## config.mk

```make
export PLATFORM = sky130hd
export DESIGN_NAME = seg7_scan_display
export DESIGN_NICKNAME = d
export VERILOG_FILES = /design/src/rtl/seg7_scan_display.sv
export SDC_FILE = /design/constraint.sdc
export NUM_CORES = 1
export LEC_CHECK = 0
export ABC_CLOCK_PERIOD_IN_PS = 2350
export BUFFER_PORTS_ARGS = -buffer_cell sky130_fd_sc_hd__buf_2
export CAP_MARGIN = 5
export CORE_MARGIN = 4
export CORE_UTILIZATION = 25
export CTS_BUF_LIST = sky130_fd_sc_hd__clkbuf_16
export CTS_CLUSTER_DIAMETER = 60
export DETAILED_ROUTE_END_ITERATION = 10
export PLACE_DENSITY_LB_ADDON = 0.3
export RECOVER_POWER = 100
export SLEW_MARGIN = 20
export SYNTH_ARGS = -nofsm -noshare
export SYNTH_HDL_FRONTEND = slang
export SYNTH_SLANG_ARGS = --single-unit
```

## constraint.sdc

```tcl
create_clock -name clk -period 2.35 [get_ports clk]
set_clock_uncertainty 0.2 [all_clocks]
set_input_delay 0.1175 -clock clk [delete_from_list [all_inputs] [get_ports clk]]
set_output_delay 0.1175 -clock clk [all_outputs]
set_load 0.005 [all_outputs]
```

## src/rtl/seg7_scan_display.sv

```systemverilog
// Time-multiplexed N-digit 7-segment hex display driver.
// A double-buffered value is scanned one digit per slot. Each slot is split
// into 16 substeps: substep 0 is always dark to suppress ghosting between
// digits, and the remaining substeps give PWM brightness control.
// Leading zeros can be blanked, and segment and digit polarity are parameters.
// All outputs are registered, so they follow the scan state by one cycle.
module seg7_scan_display #(
    parameter int DIGITS         = 4,
    parameter int CLK_HZ         = 12000000,
    parameter int SCAN_HZ        = 1000,
    parameter int SEG_ACTIVE_LOW = 0,
    parameter int DIG_ACTIVE_LOW = 0
) (
    input  logic                  clk,
    input  logic                  reset,
    input  logic [4*DIGITS-1:0]   value,
    input  logic [DIGITS-1:0]     dp_in,
    input  logic                  load,
    input  logic                  enable,
    input  logic                  blank_lz,
    input  logic [3:0]            brightness,
    output logic [6:0]            segment,
    output logic                  dp,
    output logic [DIGITS-1:0]     omask,
    output logic                  frame_done
);

    // Prescaler length: one tick per substep, never less than one cycle.
    localparam int DIV_RAW = CLK_HZ / (SCAN_HZ * 16);
    localparam int DIV     = (DIV_RAW < 1) ? 1 : DIV_RAW;
    localparam int PW      = (DIV > 1) ? $clog2(DIV) : 1;
    localparam int DW      = (DIGITS > 1) ? $clog2(DIGITS) : 1;

    localparam logic [PW-1:0]     PRE_LAST = PW'(DIV - 1);
    localparam logic [DW-1:0]     DIG_LAST = DW'(DIGITS - 1);

    // Inactive levels. These are also XOR masks that convert the
    // active-high internal form into the pin polarity.
    localparam logic [6:0]        SEG_OFF  = (SEG_ACTIVE_LOW != 0) ? 7'h7F : 7'h00;
    localparam logic              DP_OFF   = (SEG_ACTIVE_LOW != 0) ? 1'b1 : 1'b0;
    localparam logic [DIGITS-1:0] DIG_OFF  = (DIG_ACTIVE_LOW != 0) ? {DIGITS{1'b1}} : {DIGITS{1'b0}};

    // Hex nibble to gfedcba segment pattern, active-high form.
    function automatic logic [6:0] hex_to_seg(input logic [3:0] nib);
        logic [6:0] seg;
        case (nib)
            4'h0:    seg = 7'h3F;
            4'h1:    seg = 7'h06;
            4'h2:    seg = 7'h5B;
            4'h3:    seg = 7'h4F;
            4'h4:    seg = 7'h66;
            4'h5:    seg = 7'h6D;
            4'h6:    seg = 7'h7D;
            4'h7:    seg = 7'h07;
            4'h8:    seg = 7'h7F;
            4'h9:    seg = 7'h6F;
            4'hA:    seg = 7'h77;
            4'hB:    seg = 7'h7C;
            4'hC:    seg = 7'h39;
            4'hD:    seg = 7'h5E;
            4'hE:    seg = 7'h79;
            4'hF:    seg = 7'h71;
            default: seg = 7'h00;
        endcase
        return seg;
    endfunction

    logic [PW-1:0]         prescale_r;
    logic [3:0]            substep_r;
    logic [DW-1:0]         digit_r;

    logic [4*DIGITS-1:0]   shadow_value_r;
    logic [DIGITS-1:0]     shadow_dp_r;
    logic [4*DIGITS-1:0]   active_value_r;
    logic [DIGITS-1:0]     active_dp_r;
    logic                  pending_r;

    logic                  tick_s;
    logic                  sub_wrap_s;
    logic                  frame_end_s;
    logic                  take_now_s;

    logic [3:0]            nibble_s;
    logic                  dp_bit_s;
    logic                  blanked_s;
    logic                  zero_above_s;
    logic [DIGITS-1:0]     sel_s;
    logic                  window_s;
    logic [6:0]            seg_next_s;
    logic                  dp_next_s;
    logic                  sel_on_s;

    // Scan timing strobes: substep tick, slot end and frame end.
    always_comb begin
        tick_s      = (prescale_r == PRE_LAST);
        sub_wrap_s  = tick_s && (substep_r == 4'hF);
        frame_end_s = sub_wrap_s && (digit_r == DIG_LAST);
        // The shadow may move to the active buffer at a frame boundary, or
        // at any time while the display is dark.
        take_now_s  = (!enable) || frame_end_s;
    end

    // Scan counters: prescaler -> substep -> digit. They are held at zero while disabled.
    always_ff @(posedge clk or posedge reset) begin
        if (reset) begin
            prescale_r <= '0;
            substep_r  <= 4'h0;
            digit_r    <= '0;
        end else if (!enable) begin
            prescale_r <= '0;
            substep_r  <= 4'h0;
            digit_r    <= '0;
        end else begin
            if (tick_s) begin
                prescale_r <= '0;
                substep_r  <= substep_r + 4'h1;
            end else begin
                prescale_r <= prescale_r + PW'(1);
            end
            if (sub_wrap_s) begin
                if (digit_r == DIG_LAST) begin
                    digit_r <= '0;
                end else begin
                    digit_r <= digit_r + DW'(1);
                end
            end
        end
    end

    // Double buffer: load fills the shadow. The active copy changes only when the display cannot tear.
    always_ff @(posedge clk or posedge reset) begin
        if (reset) begin
            shadow_value_r <= '0;
            shadow_dp_r    <= '0;
            active_value_r <= '0;
            active_dp_r    <= '0;
            pending_r      <= 1'b0;
        end else begin
            if (load) begin
                shadow_value_r <= value;
                shadow_dp_r    <= dp_in;
            end
            if (take_now_s) begin
                if (load) begin
                    active_value_r <= value;
                    active_dp_r    <= dp_in;
                end else if (pending_r) begin
                    active_value_r <= shadow_value_r;
                    active_dp_r    <= shadow_dp_r;
                end
                pending_r <= 1'b0;
            end else if (load) begin
                pending_r <= 1'b1;
            end
        end
    end

    // Select the current digit, decide leading-zero blanking and form the next output pattern.
    always_comb begin
        nibble_s     = 4'h0;
        dp_bit_s     = 1'b0;
        blanked_s    = 1'b0;
        zero_above_s = 1'b1;
        sel_s        = '0;
        // Walk from the most significant digit downwards, so that
        // zero_above_s covers nibbles k..DIGITS-1 at the digit under test.
        for (int k = DIGITS - 1; k >= 0; k--) begin
            zero_above_s = zero_above_s && (active_value_r[4*k +: 4] == 4'h0);
            if (digit_r == DW'(k)) begin
                nibble_s  = active_value_r[4*k +: 4];
                dp_bit_s  = active_dp_r[k];
                blanked_s = blank_lz && (k != 0) && zero_above_s;
                sel_s[k]  = 1'b1;
            end else begin
                sel_s[k]  = 1'b0;
            end
        end

        window_s = enable && (substep_r != 4'h0) && (substep_r <= brightness);

        if (window_s && !blanked_s) begin
            seg_next_s = hex_to_seg(nibble_s);
            dp_next_s  = dp_bit_s;
            sel_on_s   = 1'b1;
        end else if (window_s && dp_bit_s) begin
            // A blanked digit still shows its decimal point.
            seg_next_s = 7'h00;
            dp_next_s  = 1'b1;
            sel_on_s   = 1'b1;
        end else begin
            seg_next_s = 7'h00;
            dp_next_s  = 1'b0;
            sel_on_s   = 1'b0;
        end
    end

    // Registered pin drivers with polarity applied, plus the end-of-frame pulse.
    always_ff @(posedge clk or posedge reset) begin
        if (reset) begin
            segment    <= SEG_OFF;
            dp         <= DP_OFF;
            omask      <= DIG_OFF;
            frame_done <= 1'b0;
        end else begin
            segment    <= seg_next_s ^ SEG_OFF;
            dp         <= dp_next_s ^ DP_OFF;
            omask      <= (sel_on_s ? sel_s : {DIGITS{1'b0}}) ^ DIG_OFF;
            frame_done <= frame_end_s && enable;
        end
    end

endmodule

```

==> results of run 1 <==
## metrics by stage
| step | instances | total power [mW] | cell area, um^2 |
|---|---|---|---|
| after global routing | 560 | 3.181 | 4684 |
| after floorplan | 285 | 1.678 | 3451 |
| after CTS | 548 | 3.001 | 4473 |
| after detailed placement | 510 | 1.813 | 3971 |
| after global placement | 510 | 1.806 | 3971 |
| final | 560 | 3.030 | 4684 |
## kinds of logic (layout without fill, tap and decap cells)
group,count (synthesis),in the layout
and+or+nand+nor,84,84
buffers and inverters,27,126
adders and majority gates,18,18
DFF,70,70
AOI/OAI and AO/OA,32,32
muxes,42,42
xor gates and xnor gates,12,12
## per-layer routing
metal | routed length, um | global-route usage, % | share of wire (%) | vias to the layer above
met5 | 0 | 0 | 0 | -
met4 | 177 | 5.038 | 2.4 | 0
met3 | 220 | 2.175 | 3.0 | 14
met2 | 3492 | 14.77 | 47 | 39
met1 | 3553 | 12.55 | 48 | 1165
li1 | - | - | - | 1186
## cell type report
type	instances	area, um^2	share of cell area (%)
Multi-Input combinational cell	188	1683	35.92
Clock buffer	9	225.2	4.808
Timing Repair Buffer	96	723.2	15.44
Tap cell	176	220.2	4.701
Sequential cell	70	1752	37.39
Clock inverter	5	21.27	0.4541
Inverter	16	60.06	1.282
## power breakdown
| part | total (mW) | internal [mW] | leakage (nW) | switching [mW] |
|---|---|---|---|---|
| clock network | 1.14 | 0.685 | 0.131 | 0.458 |
| registers | 1.38 | 1.31 | 0.887 | 0.0698 |
| logic | 0.506 | 0.286 | 1.11 | 0.220 |
## worst max path at each step
stage                    start         end  slack (ns)  depth (start not counted)
detailed placement  digit_r[0]  segment[6]       -0.04                         10
global route        digit_r[1]  segment[6]       -0.11                         10
global placement    digit_r[0]  segment[5]        0.02                         10
floorplan           digit_r[0]  segment[6]       0.008                         10
CTS                 digit_r[0]  segment[6]        0.02                         10
finish              digit_r[1]  segment[6]       -0.01                          9
## registers in the layout (all words and copies together) (netlist names)
register,cells
frame_done,1
shadow_dp_r,4
pending_r,1
prescale_r,10
substep_r,4
shadow_value_r,16
active_value_r,16
dp,1
active_dp_r,4
segment,7
omask,4
digit_r,2
## cells in the mapped netlist, types with 4 or more instances
library cell  count  share of area (%)
a211oi_1          5                1.1
and2_1            5               0.91
inv_1            16                1.7
nand2_1          20                2.2
dfrtp_1          70                 51
o21ai_0           5               0.73
mux2_2           27                8.9
nor2b_1           4               0.73
mux2_4           10                4.4
xnor2_1           7                1.8
xor2_1            5                1.3
a21oi_1           5               0.73
nand3_1           8                1.2
mux2i_1           5                1.5
and3_1            5               0.91
ha_1             18                6.6
nor2_1           17                1.9
nand3b_1          4               0.87
## repair_timing
item | 4_1_cts | 5_1_grt
hold buffers | 24 | 0
endpoints found under the setup margin | 5 | 24
pin swaps | 1 | 7
setup buffers | 0 | 10
gates cloned | 0 | 2
resized for setup | 3 | 22
hold endpoints to repair | 95 | 0
## worst register-to-register path, stage by stage, from the launching register on
cell and delay (ns):
dfrtp_1 0.42, buf_6 0.14, ha_4 0.18, a221o_1 0.37, a22oi_2 0.22, inv_2 0.13
ha_4 0.19, mux2_2 0.25, nand2_1 0.07, o211a_1 0.14
==> summary.md, run 1 <==
| Metric | Value |
|---|---|
| Ports | `42` |
| Final hold vios | `0` |
| Startpoint Class | `register` |
| RSZ-0062 raised after global routing | `true` |
| RR Startpoint | `digit_r[1]` |
| Rel. slew slack | `between 20% and 30%` |
| Post-Route WL | `between 7 and 8 mm` |
| Global-route wire length before repair | `about 12 mm` |
| Adder-Cell Fraction of Synth Area | `approximately 6.6%` |
| Root buffer cell | `clkbuf_16` |
| Simple-gate share of the synthesized area | `about an eighth` |
| Max-Cap Viols | `0` |
| Mux cell area share after synthesis | `14.69%` |
| Predominant post-synthesis flop cell | `dfrtp_1` |
| End of the worst register-to-register path | `segment[6]` |
| CP endpoint kind | `register` |
| Fmax | `between 400 and 500 MHz` |
| Vias per cell | `between 4 and 5` |
| HP Start | `blank_lz` |
| CP cell instances | `buf_6, ha_4, a221o_1, a22oi_2, inv_2, ha_4, mux2_2, nand2_1, o211a_1` |
| Top delay family on crit path | `compound AO/OA/AOI/OAI gates` |
| Most frequent cells in the layout | `dfrtp_1, buf_2, dlygate4sd3_1` |
| Largest net degree at the start of global routing | `33` |
| ANT nets after route | `0` |
| RD Place Congestion | `approximately 0.82` |
| Syn Nets | `~330` |
| Power Dens Cells | `around 650 nW/um^2` |
| Register bit total from synthesis | `70` |
| CTS tree | `done` |
| Vias in the first global route | `about 2500` |
| Post-Place Worst Slack | `-0.04418 ns` |
| Die area | `around 16000 um^2` |
| Minimum clock period | `2.363 ns` |
| Drt drc | `0` |
| Peak supply drop | `~0.00032 V` |
| Final #Nets | `between 400 and 500` |
| Status | `finished with violations` |
| Pleak | `between 2 and 2.5 nW` |
| DRT iter0 DRCs | `87` |
| Antenna Cells | `0` |
| TritonRoute pass-1 iters | `4` |
| Total congestion overflow | `0` |
| Share of cells above drive strength 1 | `a little over a third` |
| Largest family of logic cells by synthesized area | `multiplexers` |
| Most common cell on crit path | `ha_4` |
| CTS Buf Count | `9` |
| Post-synth ARST share | `100.0%` |
| Worst EP arrival | `2.43 ns` |
| Final Hold Slack | `between 0.1 and 0.15 ns` |
| Final setup viols | `2` |
| Initial Utilization | `25.72%` |
| CTS Sinks | `70` |
| Post-synthesis instance area | `between 3000 and 4000 um^2` |
| Number of stages on the worst hold path | `5` |
| Hold Crit Endpoint | `omask[1]` |
| TNS Setup | `-0.02221 ns` |
| Fillers | `1359` |
| Worst EP required | `2.41 ns` |
| Worst path buffer plus inverter count | `2` |
| DR vias | `roughly 2400` |
| EDFF count, synth | `0` |
| Antenna violations before repair | `0` |
| Synthesized netlist cell count | `between 200 and 300` |
| Synth Area in XOR/XNOR | `3.061%` |
| Total core area | `between 10000 and 15000 um^2` |
| Reg2reg setup slack | `-0.01 ns` |
| IO buf count | `approximately 40` |
| Seq/Total Area, Yosys | `~50%` |
| Std-Cell Rows | `42` |
| Failing checks | `negative setup slack` |
| DR WL/cell | `13.29 um` |
| Post-layout util | `a little over a third` |
| Worst Reg-to-Reg Cells | `9` |
| Tcrit/Tclk final | `100.6%` |
| Compound-Gate Fraction of Synth Area | `7.617%` |
| Htree depth | `3` |
| Synthesis-to-finish area growth | `36.44%` |
| Worst-Margin Slew | `between 1 and 1.5 ns` |
| Slew Viols, Final | `0` |
| Clk_lat worst skew | `around 0.32 ns` |
| DPL Wire Length | `5.162 mm` |
| Worst Path Max Fanout | `8` |
| Hold Path Class | `in -> reg` |
| Slowest-stage cell, CP | `dfrtp_1` |
| Die Ht | `between 100 and 150 um` |
| Die width | `about 130 um` |
| Final Worst Setup Slack | `-0.01298 ns` |
| Clock buffer depth | `2` |
| Commonest non-fill, non-tap cell in the layout | `dfrtp_1` |
| Clock slew at reported path FFs | `~0.050 ns` |
| Synth unique cells | `47` |
| Critical path class | `reg -> reg` |
| Syn Area/Cell | `between 10 and 15 um^2` |
| Largest stage delay on the critical path | `0.42 ns` |
| Synth warn | `0` |
| Total GRT Usage | `under 10%` |
Note: power is estimated with default switching activity, not from simulation.
==> inputs of run 2 (changes only) <==
Settings changed: ABC_AREA set to 1.
==> run 2 against run 1 <==
Against the previous run:
- the flow now finishes without violations
- sequential power hardly changed
- clock power grew 6%
- cell count increased by 23%
- global-route usage rose by 1.4 points
- first-iteration DRC count is 39% higher
- non-clock buffer count decreased by 22
- synthesized cell count rose by 51%
- via count increased by 21%
- critical path type unchanged
- largest power group unchanged
==> summary.md, run 2 <==
| Metric | Value |
|---|---|
| Status | `finished, final reports clean` |
| Final #Nets | `550` |
| RD Place Congestion | `0.8242` |
| CP cell instances | `inv_1, ha_1, inv_1, or2_1, nand2_1, inv_1, ha_1, inv_1, nand2_1, nand3_1, nand2_1, nor2_1` |
| DRT iter0 DRCs | `approximately 120` |
| Total core area | `around 14000 um^2` |
| GRT busiest layer | `met2` |
| Clock slew at reported path FFs | `roughly 0.06 ns` |
| Rel. slew slack | `~40%` |
| Startpoint Class | `register` |
| Register bit total from synthesis | `70` |
| Post-Route WL | `about 8.0 mm` |
| Post-layout util | `31.91%` |
| Final total power | `~3.0 mW` |
| Placed Instances | `650` |
| # Post-CTS Setup Buffers | `0` |
| Hold Path Class | `in -> reg` |
| Die Ht | `~130 um` |
| Synthesized netlist cell count | `between 400 and 500` |
| List of most frequent post-synthesis cells | `nand2_1, dfrtp_1, nand3_1, inv_1, nor2_1` |
| Initial Utilization | `between 20 and 30%` |
| Seq/Total Area, Yosys | `around 50%` |
| Minimum clock period | `around 2.2 ns` |
| Synth warn | `0` |
| Syn Nets | `478` |
| IO buf count | `41` |
| Largest registers | `active_value_r (16), shadow_value_r (16), prescale_r (10)` |
| Worst Path Max Fanout | `6` |
| TritonRoute pass-1 iters | `4` |
| Final setup viols | `0` |
| Predominant post-synthesis flop cell | `dfrtp_1` |
| Crit path from | `digit_r[0]` |
| Synth unique cells | `32` |
| EDFF count, synth | `0` |
| RR Startpoint | `digit_r[0]` |
| DPL Wire Length | `6.105 mm` |
| Largest net degree at the start of global routing | `23` |
| M2 GR Usage | `between 10% and 20%` |
| Clock buffer depth | `2` |
| Root buffer cell | `clkbuf_16` |
| Final hold vios | `0` |
| CTS tree | `done` |
| Crit path capture | `segment[3]` |
| Worst Reg-to-Reg Cells | `12` |
| ANT nets after route | `0` |
| Antenna violations before repair | `0` |
| End of the worst register-to-register path | `segment[3]` |
| Die width | `~130 um` |
| Tcrit/Tclk final | `about 94%` |
| Area leader, netlist | `dfrtp_1` |
| Met1 usage | `between 10% and 20%` |
| DR vias | `approximately 2900` |
| Synth area leaders | `dfrtp_1, nand2_1, ha_1` |
| DR WL/cell | `between 10 and 15 um` |
| Worst-Margin Slew | `0.8886 ns` |
| Ports | `between 40 and 50` |
| Vias in the first global route | `a little under 3000` |
| Synthesis-to-finish area growth | `25.66%` |
| Slew Viols, Final | `0` |
| Fillers | `1487` |
| Antenna Cells | `0` |
| Syn Area/Cell | `between 8 and 9 um^2` |
| CTS Buf Count | `9` |
| Max-Cap Viols | `0` |
| Die area | `16000 um^2` |
| Most common cell on crit path | `inv_1` |
| Peak supply drop | `around 0.00035 V` |
| Total congestion overflow | `0` |
| Synth top area share | `around 50%` |
| Global-route wire length before repair | `~14 mm` |
| Total GRT Usage | `10.95%` |
| Post-synth ARST share | `between 90% and 100%` |
| Worst EP required | `approximately 2.4 ns` |
| Commonest non-fill, non-tap cell in the layout | `nand2_1` |
| Htree depth | `3` |
| Post-synthesis instance area | `3511 um^2` |
| Pleak | `approximately 2.3 nW` |
| Std-Cell Rows | `43` |
| Fmax | `around 450 MHz` |
| Reg2reg setup slack | `0.14 ns` |
| Critical path class | `reg -> reg` |
| Most frequent cells in the layout | `nand2_1, dfrtp_1, nand3_1` |
| Final Hold Slack | `approximately 0.084 ns` |
| CP endpoint kind | `register` |
| Share of cells above drive strength 1 | `between 10% and 20%` |
| CTS Sinks | `70` |
| Drt drc | `0` |
| Power Dens Cells | `approximately 700 nW/um^2` |
| Slowest-stage cell, CP | `dfrtp_1` |
| Layout Cells excl Fill | `approximately 690` |
| Met3 GRT Util | `under 10%` |
| Clk_lat worst skew | `approximately 0.34 ns` |
| Largest stage delay on the critical path | `about 0.4 ns` |
| Top-count cell post-synth | `nand2_1` |
| Vias per cell | `about 4.2` |
| Worst EP arrival | `roughly 2.3 ns` |
[run 2: cell types whose count changed after synthesis, moves of 6 or more]
cell     previous run  this run
inv_1              16        34
a21oi_1             5        19
nand2_1            20       163
xnor2_1             7         1
mux2_2             27         0
nand3_1             8        41
mux2_4             10         0
nor2_1             17        29
[run 2: layer usage]
layer  up-vias  part of all wire, %
met5         -                    0
met4         0                  1.8
met3        14                  5.0
met2        53                   47
met1      1332                   46
li1       1509                    -
[run 2: metrics by stage]
step           setup slack (ns)  instance area (um^2)   TNS (ns)
3_5_place_dp            0.01192                  3956          0
3_3_place_gp            0.09934                  3956          0
4_1_cts                  0.1129                  4447          0
6_report                 0.1450                  4412          0
2_1_floorplan            0.2090                  3511          0
5_1_grt               -0.003595                  4412  -0.003595
[run 2: cell families (layout without fill, tap and decap cells)]
family | count (synthesis) | in the layout | share of synthesized area, %
fa+ha+maj | 18 | 18 | 6.415
xor+xnor | 3 | 3 | 0.7485
compound gates | 36 | 36 | 6.095
buf+inv | 50 | 127 | 6.236
simple gates | 254 | 254 | 30.61
flops | 70 | 70 | 49.89
[run 2: final cells by class]
type                       instances  area [um^2]  area share [%]
clock buffer                       9        225.2           5.105
multi-input combinational        311         1545           35.03
timing repair buffer              74        484.2           10.98
sequential                        70         1752           39.71
inverter                          37        138.9           3.148
tap                              180        225.2           5.105
clock inverter                     7        41.29          0.9359
[run 2: worst min path at each step]
stage	from	end	slack, ns	cells past startpoint
2_1_floorplan	dp_in[0]	shadow_dp_r[0]	0.05	2
3_3_place_gp	reset	shadow_dp_r[3]	-0.02	2
3_5_place_dp	reset	active_value_r[13]	-0.003	2
4_1_cts	load	shadow_value_r[1]	0.08	4
5_1_grt	load	shadow_value_r[1]	0.09	4
6_report	load	shadow_value_r[1]	0.08	4
[run 2: what timing repair did]
action,CTS,global route
setup endpoints to repair,1,4
hold buffers,22,0
hold endpoints to repair,66,0
cloned,0,0
resized for setup,1,2
[run 2: report_power, final]
group	internal (mW)	leakage (nW)	total, mW	switching [mW]
logic	0.177	1.25	0.453	0.276
registers	1.32	0.903	1.38	0.0636
clock network	0.705	0.136	1.21	0.508
total	2.20	2.29	3.05	0.848
[run 2: critical path: cells and delay by family (launching register included)]
kind	cells	cell delay, ns
adders and majority gates	2	0.58
DFF	1	0.40
buffers and inverters	4	0.34
and+or+nand+nor	6	0.60
